==> config.mk <==
export PLATFORM = sky130hd
export DESIGN_NAME = mem_read_seq
export DESIGN_NICKNAME = d
export VERILOG_FILES = /design/src/rtl/mem_read_seq.sv
export SDC_FILE = /design/constraint.sdc
export NUM_CORES = 1
export LEC_CHECK = 0
export CAP_MARGIN = 20
export CORE_ASPECT_RATIO = 1.25
export CORE_MARGIN = 2
export CORE_UTILIZATION = 40
export DETAILED_ROUTE_END_ITERATION = 7
export PLACE_DENSITY = 0.69
export SLEW_MARGIN = 15
export SYNTH_ARGS = -nofsm -noshare
export SYNTH_HDL_FRONTEND = slang
export SYNTH_SLANG_ARGS = --single-unit
==> constraint.sdc <==
create_clock -name clk -period 2.4 [get_ports clk]
set_input_delay 0.6 -clock clk [delete_from_list [all_inputs] [get_ports clk]]
set_output_delay 0.6 -clock clk [all_outputs]
set_load 0.03 [all_outputs]
==> src/rtl/mem_read_seq.sv <==
// -----------------------------------------------------------------------------
// mem_read_seq
//
// Read-side master for the CHIP-8 byte memory. It accepts one command at a
// time and sequences reads on a memory port whose output is registered
// (q arrives one cycle after re and holds while re is low). Results go out
// on a valid/ready stream.
//
//   opcode fetch (cmd_word=1): two reads, one beat {byte[a], byte[a+1]}
//   byte burst   (cmd_word=0): cmd_len reads, one beat {0, byte} per read
//
// Ports
//   clk, rst            rising-edge clock, synchronous active-high reset
//   cmd_valid/ready     command handshake (ready only in IDLE, not in reset)
//   cmd_word            1 = opcode fetch, 0 = byte burst
//   cmd_addr, cmd_len   start address, burst byte count (0 is legal)
//   mem_re, mem_raddr   memory read request
//   mem_q               memory read data, valid the cycle after mem_re
//   out_valid/ready     result beat handshake
//   out_data, out_last  beat payload and final-beat flag
//   done                one-cycle pulse when a command completes
// -----------------------------------------------------------------------------
module mem_read_seq #(
  parameter int ADDR_WIDTH = 12,
  parameter int DATA_WIDTH = 8,
  parameter int LEN_WIDTH  = 5
) (
  input  logic                    clk,
  input  logic                    rst,
  input  logic                    cmd_valid,
  output logic                    cmd_ready,
  input  logic                    cmd_word,
  input  logic [ADDR_WIDTH-1:0]   cmd_addr,
  input  logic [LEN_WIDTH-1:0]    cmd_len,
  output logic                    mem_re,
  output logic [ADDR_WIDTH-1:0]   mem_raddr,
  input  logic [DATA_WIDTH-1:0]   mem_q,
  output logic                    out_valid,
  input  logic                    out_ready,
  output logic [2*DATA_WIDTH-1:0] out_data,
  output logic                    out_last,
  output logic                    done
);

  typedef enum logic [2:0] {
    S_IDLE,
    S_ISSUE,
    S_CAPT,
    S_OUT,
    S_DONE
  } state_t;

  state_t                 state;
  state_t                 state_next;
  logic [ADDR_WIDTH-1:0]  addr;
  logic [LEN_WIDTH-1:0]   count;        // bytes still to deliver, current one included
  logic                   word_mode;
  logic                   second_byte;  // word mode: high byte already captured

  logic accept;
  logic bytes_remain;

  assign accept       = cmd_valid & cmd_ready;
  assign bytes_remain = !word_mode && (count > LEN_WIDTH'(1));

  // Outputs decode straight from registered state, so they are glitch-free
  // and the memory sees a registered address.
  assign cmd_ready = (state == S_IDLE) && !rst;
  assign mem_re    = (state == S_ISSUE);
  assign mem_raddr = addr;
  assign out_valid = (state == S_OUT);
  assign out_last  = (state == S_OUT) && (word_mode || (count == LEN_WIDTH'(1)));
  assign done      = (state == S_DONE);

  // NOTE: sequential state uses non-blocking assignments so every register
  // samples pre-edge values regardless of block evaluation order.
  always_ff @(posedge clk) begin
    if (rst) state <= S_IDLE;
    else     state <= state_next;
  end

  // NOTE: state_next gets its default before the case so no path through
  // this block leaves it unassigned, which would infer a latch.
  always_comb begin
    state_next = state;
    case (state)
      S_IDLE: begin
        if (accept) begin
          // An empty burst completes without touching memory.
          if (!cmd_word && (cmd_len == '0)) state_next = S_DONE;
          else                              state_next = S_ISSUE;
        end
      end
      S_ISSUE: state_next = S_CAPT;
      S_CAPT: begin
        if (word_mode && !second_byte) state_next = S_ISSUE;
        else                           state_next = S_OUT;
      end
      S_OUT: begin
        if (out_ready) begin
          if (bytes_remain) state_next = S_ISSUE;
          else              state_next = S_DONE;
        end
      end
      S_DONE:  state_next = S_IDLE;
      default: state_next = S_IDLE;
    endcase
  end

  // Datapath: address/count bookkeeping and the output beat register.
  // Address arithmetic wraps naturally at ADDR_WIDTH bits.
  always_ff @(posedge clk) begin
    if (rst) begin
      addr        <= '0;
      count       <= '0;
      word_mode   <= 1'b0;
      second_byte <= 1'b0;
      out_data    <= '0;
    end else begin
      case (state)
        S_IDLE: begin
          if (accept) begin
            addr        <= cmd_addr;
            count       <= cmd_len;
            word_mode   <= cmd_word;
            second_byte <= 1'b0;
          end
        end
        S_CAPT: begin
          if (word_mode) begin
            if (!second_byte) begin
              out_data    <= {mem_q, {DATA_WIDTH{1'b0}}};
              addr        <= addr + ADDR_WIDTH'(1);
              second_byte <= 1'b1;
            end else begin
              out_data[DATA_WIDTH-1:0] <= mem_q;
            end
          end else begin
            out_data <= {{DATA_WIDTH{1'b0}}, mem_q};
          end
        end
        S_OUT: begin
          if (out_ready && bytes_remain) begin
            addr  <= addr + ADDR_WIDTH'(1);
            count <= count - LEN_WIDTH'(1);
          end
        end
        default: ;
      endcase
    end
  end

endmodule

==> flow_metrics.env <==
export IMPL_postSynthCellCount=278
export IMPL_hold_class="reg2reg"
export IMPL_synthXorXnorAreaFrac=0
export IMPL_leakage_nw=1.07
export IMPL_yosysUniqueCellTypes=48
export IMPL_slew_headroom=0.587
export IMPL_fill_cells=529
export IMPL_yosys_top_cells_area="dfxtp_1 35%, nand2_1 7.2%, a21oi_1 7.1%"
export IMPL_wl_per_cell_um=13.0
export IMPL_num_rows=30
export IMPL_p_int_mw=1.09
export IMPL_drc=0
export IMPL_max_clock_path_buffers=2
export IMPL_period_minus_slack_ns=2.28
export IMPL_syn_area_um2=2170
export IMPL_die_w_um=70.0
export IMPL_num_vias=2128
export IMPL_path_max_fanout=6
export IMPL_start_kind="flip-flop"
export IMPL_cap_violations=0
export IMPL_outcome="complete, no violations"
export IMPL_cts_made_buffers=5
export IMPL_io_pins=63
export IMPL_synth_edf_count=0
export IMPL_p_switching_uw=496
export IMPL_rsz0062_at_grt="false"
export IMPL_period_share=0.951
export IMPL_start_util=0.408
export IMPL_yosysTopAreaCellShare=0.350
export IMPL_core_area_um2=5330
export IMPL_synth_seq_area_share=0.350
export IMPL_synthMuxAreaShare=0.0138
export IMPL_cts_tree="yes"
export IMPL_setup_violations=0
export IMPL_layoutNonFillerInstCount=403
export IMPL_crit_path_end_kind="output pin"
export IMPL_synthSimpleGateAreaFrac=0.292
export IMPL_drive_gt1_frac=0.112
export IMPL_ant_nets=0
export IMPL_grt_start_max_net_pins=45
export IMPL_max_slew_worst_pin_slew_ns=0.617
export IMPL_synth_fa_ha_area_frac=0.0173
export IMPL_synth_seq_cells=38
export IMPL_fin_nets=371
export IMPL_powerDensity_nw_per_um2=540
export IMPL_cts_sinks=38
export IMPL_crit_type="reg2out"
export IMPL_syn_nets=311
export IMPL_clk_pin_slew_ns=0.08
export IMPL_syn_area_per_cell_um2=7.82
export IMPL_power_mw=1.59
export IMPL_final_util=0.551
export IMPL_synthArstFlopShare=0
export IMPL_die_h_um=86.4
export IMPL_htreeDepth=2
export IMPL_synth_compound_area_frac=0.261
export IMPL_first_pass_iters=4
export IMPL_setup_ws_ns=0.117
export IMPL_synth_ff_type="dfxtp_1"
export IMPL_via_per_inst=5.28
export IMPL_grt_pass1_vias=1948
export IMPL_finalHoldViolations=0
export IMPL_grt_usage=0.172
export IMPL_clkLatencyLatePin_ns=0.28
export IMPL_cts_root_buffer="clkbuf_8"
export IMPL_port_buffers=62
export IMPL_crit_arrival_ns=1.68
export IMPL_routed_wl_mm=5.24
export IMPL_synth_top_cell_by_area="dfxtp_1"
export IMPL_irDropWorstVdd_mv=0.329
export IMPL_ys_warn_count=0
export IMPL_final_max_slew_violation_count=0
export IMPL_fmax_mhz=438
export IMPL_synthTopCellsByCount="42 x nand2_1, 38 x dfxtp_1, 31 x a21oi_1"
export IMPL_tns_ns=0
export IMPL_hpwl_mm=3.83
export IMPL_synth_top_family_by_area="simple AND/OR/NAND/NOR gates"
export IMPL_antenna_found_initial=0
export IMPL_area_growth_pct=35.1
export IMPL_die_area_um2=6050
export IMPL_routabilityCongestion=0.762
export IMPL_pre_cts_slack_ns=0.0883
export IMPL_fin_worst_skew_ns=0.00855
export IMPL_combPwrFrac=0.261
export IMPL_post_cts_setup_buffers=0
export IMPL_placed_cells=395
export IMPL_p_sw_frac=0.313
export IMPL_power_frac_seq=0.452
export IMPL_worstPathRequired_ns=1.80
export IMPL_pwr_share_clk=0.287
export IMPL_n_antenna_cell=0
export IMPL_grt_first_pass_wirelength_mm=8.63
export IMPL_yosysMostFrequentCell="nand2_1"
export IMPL_drt_iter0_drc=111
export IMPL_overflow=0
## logic make-up (layout without fill, tap and decap cells)
logic type | Yosys count | after routing
adders and majority gates | 3 | 3
muxes | 3 | 3
AOI/OAI and AO/OA | 82 | 82
buffers and inverters | 27 | 88
and+or+nand+nor | 125 | 125
DFF | 38 | 38
## stage by stage
stage	area (um^2)	hold slack, ns
2_1_floorplan	2170	0.454
3_3_place_gp	2840	0.441
3_5_place_dp	2840	0.446
4_1_cts	2940	0.456
5_1_grt	2940	0.473
6_report	2940	0.452
## worst paths after layout
path / start / end / slack [ns] / cells after the start
min: out_data[0] / out_data[0] / 0.45 / 2
min reg2reg: out_data[0] / out_data[0] / 0.45 / 2
max: state[0] / done / 0.12 / 3
max reg2reg: count[1] / count[0] / 0.44 / 7
## placed cells by master (no fill, tap or decap), drive strengths merged, types with 3 or more instances in the layout
cell type      Yosys  final
nand2b            10     10
buf               11     16
a21oi             32     32
nor2b              5      5
nor3               8      8
nand4              5      5
nor2              28     28
mux2i              3      3
inv                5      5
a22oi              8      8
nand2             42     42
or4                3      3
clkbuf            11      6
nor4               3      3
clkdlybuf4s50      0     59
a21o               6      6
o32ai              4      4
o21ai             18     18
a31oi              3      3
ha                 3      3
dfxtp             38     38
nand3             12     12
## power groups by stage
stage	clock [mW]	combinational (mW)	sequential (mW)
after floorplan	0	0.226	0.766
after global placement	0	0.410	0.730
after detailed placement	0	0.414	0.731
after CTS	0.470	0.415	0.716
after global routing	0.495	0.446	0.724
final	0.455	0.413	0.717
## critical path, stage by stage, from the launching register on
cell and delay [ns]:
dfxtp_1 0.39, nor2_2 0.20, and2_1 0.15, clkdlybuf4s50_1 0.66
## flip-flops by register name, indices dropped and copies added (netlist names)
register and flops:
second_byte 1, count 5, mem_raddr 12, out_data 16, word_mode 1, state 3
## final cells by class
type                       count  area [um^2]  area share
clock buffer                   6         82.6      0.0281
clock inverter                 2         12.5     0.00426
inverter                       5         18.8     0.00639
multi-input combinational    213         1270       0.433
sequential                    38          761       0.259
tap                           64         80.1      0.0273
timing repair buffer          75          711       0.242
## per-layer routing
layer | wire (um) | track usage | vias to the layer above
li1 | - | - | 1103
met1 | 2360 | 0.210 | 974
met2 | 2600 | 0.309 | 47
met3 | 245 | 0.0326 | 4
met4 | 38 | 0.0472 | 0
met5 | 0 | 0 | -
## what timing repair did
item                       in CTS  in global routing
hold buffers                    0                  0
setup endpoints to repair       0                  1
gates resized for setup         0                  1
No activity file was read; power rests on OpenSTA's default activity.
